$ cat src/rtl/ixc_skid_83_if.sv
// Valid/ready handshake bundle for the ixc_skid_83 skid buffer.
// The slave modport is the buffer's view; master is the producer/consumer side.
interface ixc_skid_83_if #(
  parameter int unsigned WIDTH = 83
);
  logic             in_valid;
  logic             in_ready;
  logic [WIDTH-1:0] in_data;
  logic             out_valid;
  logic             out_ready;
  logic [WIDTH-1:0] out_data;

  modport slave (
    input  in_valid,
    input  in_data,
    input  out_ready,
    output in_ready,
    output out_valid,
    output out_data
  );

  modport master (
    output in_valid,
    output in_data,
    output out_ready,
    input  in_ready,
    input  out_valid,
    input  out_data
  );
endinterface

$ cat src/rtl/ixc_skid_83.sv
// Two-entry registered skid buffer feeding the 83-bit assign stage's R input;
// in_ready comes straight from a flop, so no combinational ready path crosses it.
module ixc_skid_83 #(
  parameter int unsigned WIDTH = 83,
  parameter int unsigned CNT_W = 16
) (
  input  logic             clk,
  input  logic             rst,
  input  logic             flush,
  ixc_skid_83_if.slave     bus,
  output logic [1:0]       count,
  output logic [CNT_W-1:0] xfer_cnt
);

  typedef enum logic [1:0] {
    ST_EMPTY = 2'd0,
    ST_ONE   = 2'd1,
    ST_FULL  = 2'd2
  } state_e;

  state_e           state_q, state_d;
  logic [WIDTH-1:0] main_q, main_d;
  logic [WIDTH-1:0] skid_q, skid_d;
  logic             out_valid_q, out_valid_d;
  logic             in_ready_q, in_ready_d;
  logic [CNT_W-1:0] xfer_q, xfer_d;

  logic in_fire;
  logic out_fire;

  assign in_fire  = bus.in_valid & in_ready_q;
  assign out_fire = out_valid_q & bus.out_ready;

  // State register and datapath flops
  always_ff @(posedge clk) begin
    if (rst) begin
      state_q     <= ST_EMPTY;
      main_q      <= '0;
      skid_q      <= '0;
      out_valid_q <= 1'b0;
      in_ready_q  <= 1'b1;
      xfer_q      <= '0;
    end else begin
      state_q     <= state_d;
      main_q      <= main_d;
      skid_q      <= skid_d;
      out_valid_q <= out_valid_d;
      in_ready_q  <= in_ready_d;
      xfer_q      <= xfer_d;
    end
  end

  // Next-state: occupancy transitions, flush overrides normal flow
  always_comb begin
    state_d = state_q;
    if (flush) begin
      state_d = ST_EMPTY;
    end else begin
      unique case (state_q)
        ST_EMPTY: if (in_fire) state_d = ST_ONE;
        ST_ONE: begin
          if (in_fire && !out_fire)      state_d = ST_FULL;
          else if (!in_fire && out_fire) state_d = ST_EMPTY;
        end
        ST_FULL:  if (out_fire) state_d = ST_ONE;
        default:  state_d = ST_EMPTY;
      endcase
    end
  end

  // Outputs and storage: flag flops track the next state so they stay registered
  always_comb begin
    main_d      = main_q;
    skid_d      = skid_q;
    xfer_d      = xfer_q + CNT_W'(out_fire);
    out_valid_d = (state_d != ST_EMPTY);
    in_ready_d  = (state_d != ST_FULL);
    if (!flush) begin
      unique case (state_q)
        ST_EMPTY: if (in_fire) main_d = bus.in_data;
        ST_ONE: begin
          if (in_fire && out_fire) main_d = bus.in_data;
          else if (in_fire)        skid_d = bus.in_data;
        end
        ST_FULL:  if (out_fire) main_d = skid_q;
        default: ;
      endcase
    end
  end

  assign bus.in_ready  = in_ready_q;
  assign bus.out_valid = out_valid_q;
  assign bus.out_data  = main_q;
  assign count         = 2'(state_q);
  assign xfer_cnt      = xfer_q;

endmodule

$ cat src/flat_wrapper.sv
// flat-port wrapper written by rule: the top's interface ports become plain ports
module ixc_skid_83_flat 
#(
  parameter int unsigned WIDTH = 83,
  parameter int unsigned CNT_W = 16
)
  (clk, rst, flush, count, xfer_cnt, bus_in_valid, bus_in_data, bus_out_ready, bus_in_ready, bus_out_valid, bus_out_data);
  ixc_skid_83_if #(.WIDTH(WIDTH)) bus_i ();
  input  logic clk;
  input  logic rst;
  input  logic flush;
  output logic [1:0] count;
  output logic [CNT_W-1:0] xfer_cnt;
  input wire logic [$bits(bus_i.in_valid)-1:0] bus_in_valid;
  input wire logic [$bits(bus_i.in_data)-1:0] bus_in_data;
  input wire logic [$bits(bus_i.out_ready)-1:0] bus_out_ready;
  output wire logic [$bits(bus_i.in_ready)-1:0] bus_in_ready;
  output wire logic [$bits(bus_i.out_valid)-1:0] bus_out_valid;
  output wire logic [$bits(bus_i.out_data)-1:0] bus_out_data;
  assign bus_i.in_valid = bus_in_valid;
  assign bus_i.in_data = bus_in_data;
  assign bus_i.out_ready = bus_out_ready;
  assign bus_in_ready = bus_i.in_ready;
  assign bus_out_valid = bus_i.out_valid;
  assign bus_out_data = bus_i.out_data;
  ixc_skid_83 #(.WIDTH(WIDTH), .CNT_W(CNT_W)) u_core (.clk(clk), .rst(rst), .flush(flush), .bus(bus_i), .count(count), .xfer_cnt(xfer_cnt));
endmodule
$ cat config.mk
export PLATFORM = sky130hd
export DESIGN_NAME = ixc_skid_83_flat
export DESIGN_NICKNAME = d
export VERILOG_FILES = /design/src/rtl/ixc_skid_83_if.sv /design/src/rtl/ixc_skid_83.sv /design/src/flat_wrapper.sv
export SDC_FILE = /design/constraint.sdc
export NUM_CORES = 1
export LEC_CHECK = 0
export CAP_MARGIN = 30
export CORE_ASPECT_RATIO = 1.2
export CORE_MARGIN = 4
export CORE_UTILIZATION = 50
export DETAILED_ROUTE_END_ITERATION = 8
export GPL_TIMING_DRIVEN = 0
export PLACE_DENSITY = 0.8
export SYNTH_ARGS = -nofsm -noshare
export SYNTH_HDL_FRONTEND = slang
export SYNTH_SLANG_ARGS = --single-unit
$ cat constraint.sdc
create_clock -name clk -period 2.2 [get_ports clk]
set_input_delay 0.66 -clock clk [delete_from_list [all_inputs] [get_ports clk]]
set_output_delay 0.66 -clock clk [all_outputs]
set_load 0.05 [all_outputs]
==> results.json, run 1 <==
{
  "result_of_the_run": "finished, final reports clean",
  "cts_made_buffers": 17,
  "floorplan.die_area_um2": 18400,
  "commonest_non_fill_non_tap_cells_in_the_layout": "186 x sky130_fd_sc_hd__dfxtp_1, 170 x sky130_fd_sc_hd__nand2_1, 103 x sky130_fd_sc_hd__dlygate4sd2_1, 97 x sky130_fd_sc_hd__nor2_1, 87 x sky130_fd_sc_hd__a21oi_1",
  "insertedDiodeCount": 0,
  "mapped_area_um2": 8160,
  "drt_pass1_iterations": 5,
  "final-instance-count-excl-fill": 1343,
  "rows": 50,
  "max_clock_freq_ghz": 0.473,
  "global_route_wire_length_before_repair_mm": 33.8,
  "timing.setup.critical_path_class": "flip-flop to primary output",
  "period_needed_ps": 2110,
  "finalCritPeriodShare_pct": 96.0,
  "nets": 1212,
  "synth_warnings": 0,
  "vias": 6824,
  "timing.clock.skew_ps": 10.4,
  "hold_ws_ps": 455,
  "maxSlewHeadroom_pct": 60.6,
  "routed_via_density": 5.08,
  "area.sequential_um2": 3720,
  "layout.cells.most_common": "sky130_fd_sc_hd__dfxtp_1",
  "latest_clock_arrival_within_the_worst_skew_pair_ps": 420,
  "holdPathEnd": "u_core.skid_q[49]$_SDFFE_PP0P_",
  "finalSetupViolCount": 0,
  "kind_of_cell_with_the_highest_combined_delay_on_the_critical_path": "buffers and inverters",
  "clk_pin_slew_worst_paths_ps": 70,
  "critical_path_data_arrival_time_ps": 1450,
  "p_per_area_nw_per_um2": 732,
  "cp_data_required_time_ps": 1540,
  "fillCellCount": 1337,
  "synth_seq_area_share_pct": 45.6,
  "met2WireLength_mm": 10.3,
  "drt_wl_total_mm": 20.7,
  "port_buffers": 189,
  "timing.critical_path.buf_inv": 1,
  "synth-seq-cells": 186,
  "cts_tree": "built",
  "ioPinCount": 191,
  "timing.reg2reg.setup_slack_ps": 250,
  "cts_root_buffer": "sky130_fd_sc_hd__clkbuf_16",
  "synth_fp_nets": 1005,
  "grt_setup_unrepaired": "no",
  "worstRegToRegCells": 7,
  "crit_slowest_cell": "sky130_fd_sc_hd__dlygate4sd2_1",
  "timing.critical_path.slowest_cell_delay_ps": 570,
  "final_area_um2": 10900,
  "m1WireLength_mm": 9.08,
  "post_synth.cell_area_avg_um2": 8.91,
  "setup.worst_path.end_class": "primary output",
  "grt_use_total_pct": 22.4,
  "timing.final.hold_violations": 0,
  "top_layer_used": "met4",
  "crit_path_cell_trace": "dlygate4sd2_1",
  "max_cap_violations": 0,
  "hold_depth": 2,
  "r2r-start": "u_core.count[1]$_SDFF_PP0_",
  "wl_per_cell_um": 15.4,
  "gp_congestion": 0.797,
  "cts_hold_buffers": 0,
  "initial_core_util_pct": 51.6,
  "place.detailed.instances": 1313,
  "synth_cells": 916,
  "multi_input_area_um2": 4120,
  "cp_max_fo": 7,
  "dieHeight_um": 148,
  "cts.htree.levels": 4,
  "design.core.area_um2": 15800,
  "post_cts_buffers": 0,
  "max-clock-path-buffers": 2,
  "start_kind": "flip-flop",
  "grt_pass1_vias": 6773,
  "total_leakage_power_nw": 4.53,
  "area_growth_pct": 33.2,
  "detailedPlacementHpwl_mm": 15.0,
  "grt_antenna_before_repair": 0,
  "tightest_slew_ps": 591,
  "hold_path_startpoint": "u_core.skid_q[49]$_SDFFE_PP0P_",
  "drc": 0,
  "slew_viol_final": 0,
  "max-vdd-ir-drop_mv": 0.469,
  "yosys.cell_types.count": 33,
  "dpl-instance-area_um2": 10300,
  "global_route.overflow_total": 0,
  "met3_length_mm": 1.06,
  "ant_nets": 0,
  "design_power_total_w": 0.00796,
  "chipWidth_um": 125,
  "final_core_utilization_pct": 68.7,
  "min_path_type": "flip-flop to flip-flop",
  "cts.sink_count": 186,
  "drive_above_1_share_pct": 7.58,
  "worstReg2RegEnd": "u_core.bus.out_data[81]$_SDFFE_PP0P_",
  "grt_max_degree": 20,
  "drt-initial-drc-count": 353
}
==> layer usage <==
layer	up-vias	global-route usage (%)
li1	3445	-
met1	3193	27.5
met2	163	38.9
met3	23	5.46
met4	0	6.85
met5	-	0
==> worst max path at each step <==
stage | start | endpoint | slack, ps | cells past startpoint
floorplan | u_core.count[1]$_SDFF_PP0_ | u_core.bus.out_data[42]$_SDFFE_PP0P_ | 100 | 7
global placement | rst | u_core.xfer_cnt[2]$_SDFF_PP0_ | -670 | 6
detailed placement | rst | u_core.xfer_cnt[2]$_SDFF_PP0_ | -660 | 6
CTS | bus_out_ready | u_core.skid_q[80]$_SDFFE_PP0P_ | 20 | 7
global route | u_core.xfer_cnt[7]$_SDFF_PP0_ | xfer_cnt[7] | 10 | 1
finish | u_core.xfer_cnt[7]$_SDFF_PP0_ | xfer_cnt[7] | 90 | 1
==> metrics by stage <==
| step | TNS [ps] | setup WS (ps) |
|---|---|---|
| after global routing | 0 | 14.0 |
| after CTS | 0 | 24.9 |
| final | 0 | 87.6 |
| after floorplan | 0 | 97.7 |
| after detailed placement | -91030 | -662 |
| after global placement | -86850 | -667 |
==> repair_timing <==
item / 4_1_cts / 5_1_grt
hold endpoints to repair: 0 / 0
resized for setup: 110 / 14
setup endpoints to repair: 264 / 139
==> cells in the mapped netlist <==
master,count,share of area [%]
sky130_fd_sc_hd__dfxtp_1,186,46
sky130_fd_sc_hd__nand2_1,170,7.8
sky130_fd_sc_hd__nor2_1,97,4.5
sky130_fd_sc_hd__a21oi_1,87,5.3
sky130_fd_sc_hd__nor2b_1,86,6.6
sky130_fd_sc_hd__mux2i_1,83,10
sky130_fd_sc_hd__mux2_1,70,9.7
sky130_fd_sc_hd__buf_2,35,2.1
sky130_fd_sc_hd__clkbuf_1,26,1.2
sky130_fd_sc_hd__mux2_2,15,2.1
sky130_fd_sc_hd__nand4_1,7,0.54
sky130_fd_sc_hd__xnor2_1,6,0.64
sky130_fd_sc_hd__xor2_1,6,0.64
sky130_fd_sc_hd__buf_1,5,0.23
sky130_fd_sc_hd__inv_1,4,0.18
sky130_fd_sc_hd__nor3_1,4,0.25
sky130_fd_sc_hd__buf_4,3,0.28
sky130_fd_sc_hd__nand3_1,3,0.18
sky130_fd_sc_hd__nor4_1,3,0.23
sky130_fd_sc_hd__and2_1,2,0.15
sky130_fd_sc_hd__and3_1,2,0.15
sky130_fd_sc_hd__and4_1,2,0.21
sky130_fd_sc_hd__o21ai_0,2,0.12
sky130_fd_sc_hd__or3_1,2,0.15
sky130_fd_sc_hd__or4_1,2,0.18
sky130_fd_sc_hd__a21bo_2,1,0.12
sky130_fd_sc_hd__a21o_1,1,0.092
sky130_fd_sc_hd__and3b_1,1,0.11
sky130_fd_sc_hd__ha_1,1,0.15
sky130_fd_sc_hd__nand2b_1,1,0.077
sky130_fd_sc_hd__o21a_1,1,0.092
sky130_fd_sc_hd__o21ai_1,1,0.061
sky130_fd_sc_hd__or2_2,1,0.077
==> layout make-up <==
type / instances / share of cell area, %
buffer: 68 / 3.22
multi-input combinational: 657 / 37.9
tap: 208 / 2.39
sequential: 186 / 34.2
clock inverter: 11 / 1.76
clock buffer: 20 / 4.11
inverter: 4 / 0.138
timing repair buffer: 189 / 16.2
==> where the power goes <==
| group | switching [W] | total, W | leakage [nW] | internal [W] |
|---|---|---|---|---|
| logic | 0.000664 | 0.00109 | 2.71 | 0.000424 |
| clock network | 0.00130 | 0.00334 | 0.315 | 0.00205 |
| registers | 0.0000528 | 0.00353 | 1.51 | 0.00348 |
| total | 0.00201 | 0.00796 | 4.53 | 0.00595 |
==> cell families after synthesis <==
group | count (synthesis) | synth area share [%]
mux | 168 | 21.9
simple gates | 383 | 21.2
xor+xnor | 12 | 1.29
buf+inv | 73 | 4.03
flops | 186 | 45.6
compound gates | 93 | 5.82
fa+ha+maj | 1 | 0.153
==> state kept, by name, indices dropped and copies added (netlist names) <==
register              count
u_core.bus.in_ready       1
u_core.xfer_cnt          16
u_core.count              2
u_core.bus.out_data      83
u_core.skid_q            83
u_core.bus.out_valid      1
Note: power is estimated with default switching activity, not from simulation.
==> run 2, diff against run 1 <==
CORE_ASPECT_RATIO = not set   (was 1.2)
==> run 2 against run 1 <==
Effect of this change:
- cell count increased by 0.67%
- routed wire length increased by 1.9%
- first-iteration DRC count decreased by 5.4%
- global-route usage increased by 0.52 points
- die area about the same
- critical path depth increased by 6
- core utilization decreased by 0.60 points
- count of clock-buffer cells in the layout increased by 4
- fmax decreased by 0.23%
- power decreased by 2.8%
- register-to-register slack improved by 60 ps
- critical endpoint is now u_core.skid_q[37]$_SDFFE_PP0P_
- highest routed layer unchanged
==> results.json, run 2 (same netlist as run 1, synthesis figures left out) <==
{
  "timing.final.hold_violations": 0,
  "floorplan.die_area_um2": 18400,
  "grt_use_total_pct": 22.9,
  "max_cap_violations": 0,
  "timing.critical_path.slowest_cell_delay_ps": 500,
  "cp_max_fo": 10,
  "place.detailed.instances": 1321,
  "cp-startpoint": "bus_out_ready",
  "multi_input_area_um2": 4130,
  "critical_path_data_arrival_time_ps": 2410,
  "cts_made_buffers": 17,
  "fillCellCount": 1331,
  "chipWidth_um": 136,
  "top_layer_used": "met4",
  "ant_nets": 0,
  "gp_congestion": 0.790,
  "cts_hold_buffers": 0,
  "tightest_slew_ps": 591,
  "timing.clock.skew_ps": 6.61,
  "result_of_the_run": "finished, final reports clean",
  "maxSlewHeadroom_pct": 60.7,
  "commonest_non_fill_non_tap_cells_in_the_layout": "185 x sky130_fd_sc_hd__dfxtp_1, 170 x sky130_fd_sc_hd__nand2_1, 103 x sky130_fd_sc_hd__dlygate4sd2_1, 97 x sky130_fd_sc_hd__nor2_1, 87 x sky130_fd_sc_hd__a21oi_1",
  "area.sequential_um2": 3720,
  "crit_path_cell_trace": "clkdlybuf4s50_1 -> a21bo_2 -> or4_4 -> buf_6 -> buf_2 -> nand2_1 -> a21oi_1",
  "routed_via_density": 5.05,
  "r2r-start": "u_core.count[1]$_SDFF_PP0_",
  "max-vdd-ir-drop_mv": 0.545,
  "insertedDiodeCount": 0,
  "ioPinCount": 191,
  "initial_core_util_pct": 51.2,
  "grt_pass1_vias": 6745,
  "vias": 6833,
  "drc": 0,
  "drt_wl_total_mm": 21.1,
  "wl_per_cell_um": 15.6,
  "min_path_type": "flip-flop to flip-flop",
  "nets": 1213,
  "total_leakage_power_nw": 4.51,
  "drt-initial-drc-count": 334,
  "cts.htree.levels": 4,
  "slew_viol_final": 0,
  "p_per_area_nw_per_um2": 712,
  "timing.setup.critical_path_class": "primary input to flip-flop",
  "period_needed_ps": 2120,
  "cp_data_required_time_ps": 2490,
  "met3_length_mm": 1.11,
  "grt_max_degree": 20,
  "global_route_wire_length_before_repair_mm": 33.7,
  "design.core.area_um2": 15900,
  "dpl-instance-area_um2": 10300,
  "dieHeight_um": 136,
  "start_kind": "primary input",
  "rows": 46,
  "m1WireLength_mm": 9.41,
  "finalSetupViolCount": 0,
  "max-clock-path-buffers": 2,
  "hold_ws_ps": 454,
  "cts_root_buffer": "sky130_fd_sc_hd__clkbuf_16",
  "global_route.overflow_total": 0,
  "final-instance-count-excl-fill": 1352,
  "met2WireLength_mm": 10.1,
  "latest_clock_arrival_within_the_worst_skew_pair_ps": 430,
  "max_clock_freq_ghz": 0.472,
  "cts.sink_count": 186,
  "drive_above_1_share_pct": 7.83,
  "clk_pin_slew_worst_paths_ps": 70,
  "drt_pass1_iterations": 4,
  "setup.worst_path.end_class": "flip-flop",
  "port_buffers": 189,
  "hold_path_startpoint": "u_core.skid_q[76]$_SDFFE_PP0P_",
  "finalCritPeriodShare_pct": 96.2,
  "crit_slowest_cell": "sky130_fd_sc_hd__or4_4",
  "cts_tree": "built",
  "detailedPlacementHpwl_mm": 14.7,
  "area_growth_pct": 33.0,
  "layout.cells.most_common": "sky130_fd_sc_hd__dfxtp_1",
  "final_area_um2": 10900,
  "grt_antenna_before_repair": 0
}
[run 2: area by class of cell]
type	count	area share [%]
plain buffers	68	3.31
clock buffers	24	4.34
clock inverters	7	1.07
inverters	4	0.138
multi-input cells	657	38.0
flip-flops and latches	186	34.3
well taps	216	2.49
repair buffers	190	16.3
[run 2: metrics by stage]
stage	TNS, ps	utilization, %	setup WS, ps	power (W)
after floorplan	0	-	97.7	0.00428
after global placement	-84620	64.8	-659	0.00474
after detailed placement	-87810	64.8	-661	0.00475
after CTS	0	67.7	9.10	0.00777
after global routing	-106	68.1	-33.3	0.00801
final	0	68.1	82.7	0.00773
[run 2: what timing repair did]
action,CTS,global route
resized for setup,108,28
buffers inserted,0,1
endpoints found under the hold margin,0,0
setup endpoints to repair,257,122
[run 2: report_power, final]
part	leakage, nW	internal [W]	total (W)	switching [W]
clock	0.284	0.00184	0.00311	0.00127
combinational	2.71	0.000427	0.00110	0.000670
sequential	1.51	0.00348	0.00353	0.0000497
total	4.51	0.00575	0.00773	0.00199
[run 2: worst paths after layout]
path | endpoint | slack (ps) | depth (start not counted)
min | u_core.skid_q[76]$_SDFFE_PP0P_ | 450 | 2
min reg2reg | u_core.skid_q[76]$_SDFFE_PP0P_ | 450 | 2
max | u_core.skid_q[37]$_SDFFE_PP0P_ | 80 | 7
max reg2reg | u_core.bus.out_data[52]$_SDFFE_PP0P_ | 310 | 7
[run 2: metal layers]
layer / GRT usage [%] / up-vias
met3: 5.24 / 34
met2: 38.2 / 159
met4: 7.61 / 0
li1: - / 3433
met1: 29.4 / 3207
met5: 0 / -
[run 2: worst max-delay path: cells and delay by family]
kind	cells	cell delay, ps
AO/OA/AOI/OAI	2	330
buffers and inverters	3	810
AND/OR/NAND/NOR	2	600
